`config.mk`:
```
export PLATFORM = sky130hd
export DESIGN_NAME = rv32imf_mult_seq_flat
export DESIGN_NICKNAME = d
export VERILOG_FILES = /design/src/rtl/rv32imf_pkg.sv /design/src/rtl/rv32imf_mult_seq_if.sv /design/src/rtl/rv32imf_mult_seq_pp.sv /design/src/rtl/rv32imf_mult_seq.sv /design/src/flat_wrapper.sv
export SDC_FILE = /design/constraint.sdc
export NUM_CORES = 2
export LEC_CHECK = 0
export CAP_MARGIN = 40
export CORE_MARGIN = 3
export CORE_UTILIZATION = 45
export CTS_CLUSTER_DIAMETER = 100
export CTS_CLUSTER_SIZE = 10
export DETAILED_ROUTE_END_ITERATION = 7
export MAX_ROUTING_LAYER = met4
export PLACE_DENSITY = 0.69
export SLEW_MARGIN = 10
export SYNTH_ARGS = -nofsm -noshare
export SYNTH_HDL_FRONTEND = slang
export SYNTH_SLANG_ARGS = --single-unit
```
`constraint.sdc`:
```
create_clock -name clk -period 12.2 [get_ports clk]
set_input_delay 1.83 -clock clk [delete_from_list [all_inputs] [get_ports clk]]
set_output_delay 1.83 -clock clk [all_outputs]
set_load 0.1 [all_outputs]
```
`src/rtl/rv32imf_pkg.sv`:
```
// rtl/rv32imf_pkg.sv - shared types and helpers for the sequential multiplier
package rv32imf_pkg;

    typedef enum logic [1:0] {
        OP_MUL    = 2'd0,
        OP_MULH   = 2'd1,
        OP_MULHSU = 2'd2,
        OP_MULHU  = 2'd3
    } mult_seq_op_e;

    typedef enum logic [1:0] {
        ST_IDLE = 2'd0,
        ST_CALC = 2'd1,
        ST_DONE = 2'd2
    } mult_seq_state_e;

    // op_a is treated as signed for MULH and MULHSU
    function automatic logic a_is_signed(mult_seq_op_e op);
        return (op == OP_MULH) || (op == OP_MULHSU);
    endfunction

    // op_b is treated as signed for MULH only
    function automatic logic b_is_signed(mult_seq_op_e op);
        return (op == OP_MULH);
    endfunction

endpackage

```
`src/rtl/rv32imf_mult_seq_if.sv`:
```
// rtl/rv32imf_mult_seq_if.sv - request/result bundle of the sequential multiplier
// Request side : valid_i/ready_o handshake, op_i, acc_i, op_a_i/op_b_i/op_c_i, kill_i.
// Result side  : valid_o/ready_i handshake, result_o; busy_o status.
interface rv32imf_mult_seq_if #(
    parameter int XLEN = 32
) ();
    import rv32imf_pkg::*;

    logic             valid_i;
    logic             ready_o;
    mult_seq_op_e     op_i;
    logic             acc_i;
    logic [XLEN-1:0]  op_a_i;
    logic [XLEN-1:0]  op_b_i;
    logic [XLEN-1:0]  op_c_i;
    logic             kill_i;
    logic [XLEN-1:0]  result_o;
    logic             valid_o;
    logic             ready_i;
    logic             busy_o;

    modport slave (
        input  valid_i, op_i, acc_i, op_a_i, op_b_i, op_c_i, kill_i, ready_i,
        output ready_o, result_o, valid_o, busy_o
    );

    modport master (
        output valid_i, op_i, acc_i, op_a_i, op_b_i, op_c_i, kill_i, ready_i,
        input  ready_o, result_o, valid_o, busy_o
    );

endinterface

```
`src/rtl/rv32imf_mult_seq_pp.sv`:
```
// rtl/rv32imf_mult_seq_pp.sv - combinational signed partial-product multiplier
// a : XLEN+1 bit signed operand (already sign/zero extended)
// b : CHUNK+1 bit signed chunk of the second operand
// p : exact signed product, XLEN+CHUNK+2 bits
module rv32imf_mult_seq_pp #(
    parameter int XLEN  = 32,
    parameter int CHUNK = 16
) (
    input  logic signed [XLEN:0]         a,
    input  logic signed [CHUNK:0]        b,
    output logic signed [XLEN+CHUNK+1:0] p
);

    assign p = a * b;

endmodule

```
`src/rtl/rv32imf_mult_seq.sv`:
```
// rtl/rv32imf_mult_seq.sv - iterative MUL/MULH/MULHSU/MULHU unit, CHUNK bits of op_b per cycle
// clk, rst : clock and asynchronous active-high reset
// bus      : slave side of rv32imf_mult_seq_if (request, result and status signals)
module rv32imf_mult_seq
    import rv32imf_pkg::*;
#(
    parameter int XLEN  = 32,
    parameter int CHUNK = 16
) (
    input logic               clk,
    input logic               rst,
    rv32imf_mult_seq_if.slave bus
);

    localparam int N      = XLEN / CHUNK;
    localparam int STEP_W = (N > 1) ? $clog2(N) : 1;
    localparam int AW     = 2 * XLEN + 2;
    localparam int PW     = XLEN + CHUNK + 2;
    localparam logic [STEP_W-1:0] LAST = STEP_W'(N - 1);

    if (XLEN % CHUNK != 0) begin : g_chunk_check
        $error("CHUNK must divide XLEN");
    end

    mult_seq_state_e      state;
    logic [STEP_W-1:0]    step;
    logic [AW-1:0]        acc;
    logic [XLEN:0]        a_lat;
    logic [XLEN:0]        b_lat;
    logic [XLEN-1:0]      c_lat;
    mult_seq_op_e         op_lat;
    logic                 add_c;

    logic                 ready;
    logic                 accept;
    logic                 zero_op;
    logic                 last_step;
    logic [CHUNK:0]       b_chunk;
    logic signed [PW-1:0] pp;
    logic signed [AW-1:0] pp_ext;
    logic [AW-1:0]        pp_shift;
    logic [XLEN-1:0]      result;
    logic                 acc_unused;

    assign ready     = (state == ST_IDLE) && !bus.kill_i;
    assign accept    = bus.valid_i && ready;
    assign zero_op   = (a_lat[XLEN-1:0] == '0) || (b_lat[XLEN-1:0] == '0);
    assign last_step = (step == LAST);

    // Lower chunks are unsigned digits; only the top chunk carries b's extension bit.
    always_comb begin
        b_chunk = {1'b0, b_lat[int'(step)*CHUNK +: CHUNK]};
        if (last_step) begin
            b_chunk[CHUNK] = b_lat[XLEN];
        end
    end

    rv32imf_mult_seq_pp #(
        .XLEN  (XLEN),
        .CHUNK (CHUNK)
    ) u_pp (
        .a (a_lat),
        .b (b_chunk),
        .p (pp)
    );

    // Sign-extend to accumulator width, then weight by the chunk position.
    assign pp_ext   = AW'(pp);
    assign pp_shift = pp_ext << (int'(step) * CHUNK);

    // Top two accumulator bits only absorb the extension of the exact product.
    assign acc_unused = ^acc[AW-1:2*XLEN];

    always_comb begin
        result = '0;
        if (state == ST_DONE) begin
            if (op_lat == OP_MUL) begin
                result = acc[XLEN-1:0] + (add_c ? c_lat : '0);
            end else begin
                result = acc[2*XLEN-1:XLEN];
            end
        end
    end

    assign bus.ready_o  = ready;
    assign bus.valid_o  = (state == ST_DONE);
    assign bus.busy_o   = (state != ST_IDLE);
    assign bus.result_o = result;

    always_ff @(posedge clk or posedge rst) begin
        if (rst) begin
            state  <= ST_IDLE;
            step   <= '0;
            acc    <= '0;
            a_lat  <= '0;
            b_lat  <= '0;
            c_lat  <= '0;
            op_lat <= OP_MUL;
            add_c  <= 1'b0;
        end else begin
            case (state)
                ST_IDLE: begin
                    if (accept) begin
                        op_lat <= bus.op_i;
                        add_c  <= bus.acc_i && (bus.op_i == OP_MUL);
                        a_lat  <= {a_is_signed(bus.op_i) & bus.op_a_i[XLEN-1], bus.op_a_i};
                        b_lat  <= {b_is_signed(bus.op_i) & bus.op_b_i[XLEN-1], bus.op_b_i};
                        c_lat  <= bus.op_c_i;
                        acc    <= '0;
                        step   <= '0;
                        state  <= ST_CALC;
                    end
                end
                ST_CALC: begin
                    if (bus.kill_i) begin
                        state <= ST_IDLE;
                    end else begin
                        acc <= acc + pp_shift;
                        // A zero operand makes every partial product zero: finish now.
                        if (zero_op || last_step) begin
                            state <= ST_DONE;
                        end else begin
                            step <= step + 1'b1;
                        end
                    end
                end
                ST_DONE: begin
                    if (bus.kill_i || bus.ready_i) begin
                        state <= ST_IDLE;
                    end
                end
                default: state <= ST_IDLE;
            endcase
        end
    end

endmodule

```
`src/flat_wrapper.sv`:
```
// flat-port wrapper written by rule: the top's interface ports become plain ports
module rv32imf_mult_seq_flat import rv32imf_pkg::*;
#(
    parameter int XLEN  = 32,
    parameter int CHUNK = 16
)
  (clk, rst, bus_valid_i, bus_op_i, bus_acc_i, bus_op_a_i, bus_op_b_i, bus_op_c_i, bus_kill_i, bus_ready_i, bus_ready_o, bus_result_o, bus_valid_o, bus_busy_o);
  rv32imf_mult_seq_if #(.XLEN(XLEN)) bus_i ();
  input logic clk;
  input logic rst;
  input wire logic [$bits(bus_i.valid_i)-1:0] bus_valid_i;
  input wire logic [$bits(bus_i.op_i)-1:0] bus_op_i;
  input wire logic [$bits(bus_i.acc_i)-1:0] bus_acc_i;
  input wire logic [$bits(bus_i.op_a_i)-1:0] bus_op_a_i;
  input wire logic [$bits(bus_i.op_b_i)-1:0] bus_op_b_i;
  input wire logic [$bits(bus_i.op_c_i)-1:0] bus_op_c_i;
  input wire logic [$bits(bus_i.kill_i)-1:0] bus_kill_i;
  input wire logic [$bits(bus_i.ready_i)-1:0] bus_ready_i;
  output wire logic [$bits(bus_i.ready_o)-1:0] bus_ready_o;
  output wire logic [$bits(bus_i.result_o)-1:0] bus_result_o;
  output wire logic [$bits(bus_i.valid_o)-1:0] bus_valid_o;
  output wire logic [$bits(bus_i.busy_o)-1:0] bus_busy_o;
  assign bus_i.valid_i = bus_valid_i;
  assign bus_i.op_i = bus_op_i;
  assign bus_i.acc_i = bus_acc_i;
  assign bus_i.op_a_i = bus_op_a_i;
  assign bus_i.op_b_i = bus_op_b_i;
  assign bus_i.op_c_i = bus_op_c_i;
  assign bus_i.kill_i = bus_kill_i;
  assign bus_i.ready_i = bus_ready_i;
  assign bus_ready_o = bus_i.ready_o;
  assign bus_result_o = bus_i.result_o;
  assign bus_valid_o = bus_i.valid_o;
  assign bus_busy_o = bus_i.busy_o;
  rv32imf_mult_seq #(.XLEN(XLEN), .CHUNK(CHUNK)) u_core (.clk(clk), .rst(rst), .bus(bus_i));
endmodule
```
==> results.json <==
{
  "rsz0062_at_grt": "no",
  "synth_nets": 4636,
  "r2r_slack_ns": 1.81,
  "gp_congestion": 0.978,
  "synth_cells": 3775,
  "cts_sinks": 168,
  "fin_setup_tns_ns": 0,
  "tightest_slew_ns": 0.985,
  "avgRoutedWirePerCell_um": 20.2,
  "die_height_um": 273,
  "yosysTopAreaCell": "fa_1",
  "synth.avg_cell_area_um2": 8.49,
  "hpwl_mm": 75.9,
  "grt_pass1_vias": 27500,
  "grt_use_total": 0.274,
  "coreArea_mm2": 0.0703,
  "portBuffers": 138,
  "synthMuxAreaShare": 0.0111,
  "pin_count": 139,
  "synthTopCellsByArea": "fa_1, dfrtp_1, nand2_1",
  "worstSetupPathType": "register to register",
  "worst_setup_path_end_kind": "register",
  "timing.slew.headroom": 0.343,
  "dieArea_mm2": 0.0745,
  "synthTopCellsByCount": "nand2_1, inv_1, fa_1, and2_1, ha_1",
  "postRouteAntennaNets": 0,
  "skew_ns": 0.0239,
  "timing.final.crit_period_ns": 10.39,
  "cts_tree": "done",
  "drt_iter0_markers": 1686,
  "clk_path_buf_depth": 2,
  "yosys.area_share.xor_xnor": 0.0361,
  "nNetsFinal": 4640,
  "cts_hold_buf": 0,
  "maxSlewViolCount": 0,
  "clock-root-buffer": "clkbuf_16",
  "numCtsBuffers": 17,
  "critPathLaunchType": "register",
  "synth_cell_types": 82,
  "yosysWarnings": 0,
  "drc": 0,
  "synth_top_area_frac": 0.336,
  "post-cts-setup-buffer-count": 0,
  "layout-drive-gt1-share": 0.0430,
  "seq_area_frac_synth": 0.131,
  "cts_resized": 0,
  "max_stage_delay_ns": 0.70,
  "wl_mm": 95.8,
  "synthArstFlopShare": 1.00,
  "antenna_found_initial": 0,
  "ys_seq_elements": 168,
  "via_per_inst": 5.48,
  "cp.required_ns": 12.57,
  "synth_edf_count": 0,
  "grt_start_max_net_pins": 91,
  "clkTransAtPathRegs_ns": 0.09,
  "yosys_most_used_dff": "dfrtp_1",
  "yosysMostFrequentCell": "nand2_1",
  "arrival_ns": 10.76,
  "synth_area_mm2": 0.0321,
  "slowest_stage": "buf_4",
  "synth_compound_area_frac": 0.111,
  "grt_pass1_wl_mm": 154,
  "crit_top_cell": "fa_1",
  "gr-total-overflow": 0,
  "insertion_delay_ns": 0.52,
  "first_pass_iters": 5,
  "start_util": 0.456,
  "worstPathMaxFanout": 88,
  "vias": 25900,
  "drv_cap": 0,
  "synth-adder-area-share": 0.421,
  "area_delta_synth_final_pct": 9.97,
  "hold_viol_final": 0,
  "die_x_um": 273,
  "setup_viol": 0,
  "status": "finished clean",
  "htree_levels": 4,
  "synth_top_family_by_area": "adder cells",
  "yosys.area_share.simple": 0.197,
  "fp-row-count": 97,
  "finalCritPeriodShare": 0.852,
  "clock.fmax_mhz": 96.2,
  "min_path_type": "register to register"
}
==> per-stage QoR <==
step / area [um^2] / utilization / hold WS [ns] / worst slack (ns) / std cells
5_1_grt: 35300 / 0.502 / 0.485 / 1.20 / 4732
3_3_place_gp: 34000 / 0.484 / 0.452 / 1.93 / 4660
4_1_cts: 35200 / 0.501 / 0.476 / 1.91 / 4731
3_5_place_dp: 34600 / 0.493 / 0.455 / 1.94 / 4699
6_report: 35300 / 0.502 / 0.471 / 1.81 / 4733
2_1_floorplan: 32100 / - / 0.437 / 3.12 / 3775
==> logic make-up (layout without fill, tap and decap cells) <==
family,Yosys count,count (layout)
simple gates,1350,1350
buf+inv,778,795
fa+ha+maj,757,757
compound gates,557,557
flops,168,168
xor+xnor,132,132
mux,33,33
other cells,0,1
==> layout by cell type, fill, tap and decap left out, types with 51 or more instances in the layout <==
master             n
and2_1           218
o21ai_0          134
nand2_1          738
xnor2_1           81
a21o_1            88
dfrtp_1          167
a21oi_1          159
clkdlybuf4s50_1  138
xor2_1            51
ha_1             219
nor2b_1           91
fa_1             538
inv_1            567
nand3_1           71
nor2_1            91
==> registers in the layout, indices dropped and copies added (netlist names) <==
register and flops:
u_core.state 2, u_core.last_step 1, u_core.acc 64, u_core.op_lat 2
u_core.c_lat 32, u_core.add_c 1, u_core.b_lat 33, u_core.a_lat 33
==> metal layers <==
layer / vias up / GRT usage / part of all wire
li1: 11800 / - / -
met2: 809 / 0.450 / 0.49
met4: 0 / 0.100 / 0.039
met1: 13100 / 0.343 / 0.41
met5: - / - / 0
met3: 192 / 0.0450 / 0.059
==> cell type report <==
type,count,area [um^2]
diodes,1,2.50
clock buffers,17,425
clock inverters,15,183
fillers,6575,35000
inverters,568,2140
multi-input cells,2829,24900
flip-flops and latches,168,4210
well taps,940,1180
repair buffers,195,2180
==> final timing paths <==
check	cells past startpoint	end	from
max in group asynchronous	4	u_core.c_lat[21]	rst
hold reg to reg	2	u_core.c_lat[22]	u_core.c_lat[22]
hold / removal	2	u_core.c_lat[22]	u_core.c_lat[22]
setup / recovery	35	u_core.acc[62]	u_core.last_step
min in group asynchronous	2	u_core.acc[60]	rst
setup reg to reg	35	u_core.acc[62]	u_core.last_step
==> worst max-delay path, delay by kind of cell (launching register included) <==
kind / cells / cell delay (ns)
AOI/OAI and AO/OA: 16 / 3.49
xor gates and xnor gates: 2 / 0.44
adders and majority gates: 8 / 3.75
buffers and inverters: 6 / 1.25
DFF: 1 / 0.61
and+or+nand+nor: 3 / 0.64
Power is not shown: default switching activity piles up to over one toggle a cycle in this logic, so the estimate is an artifact.
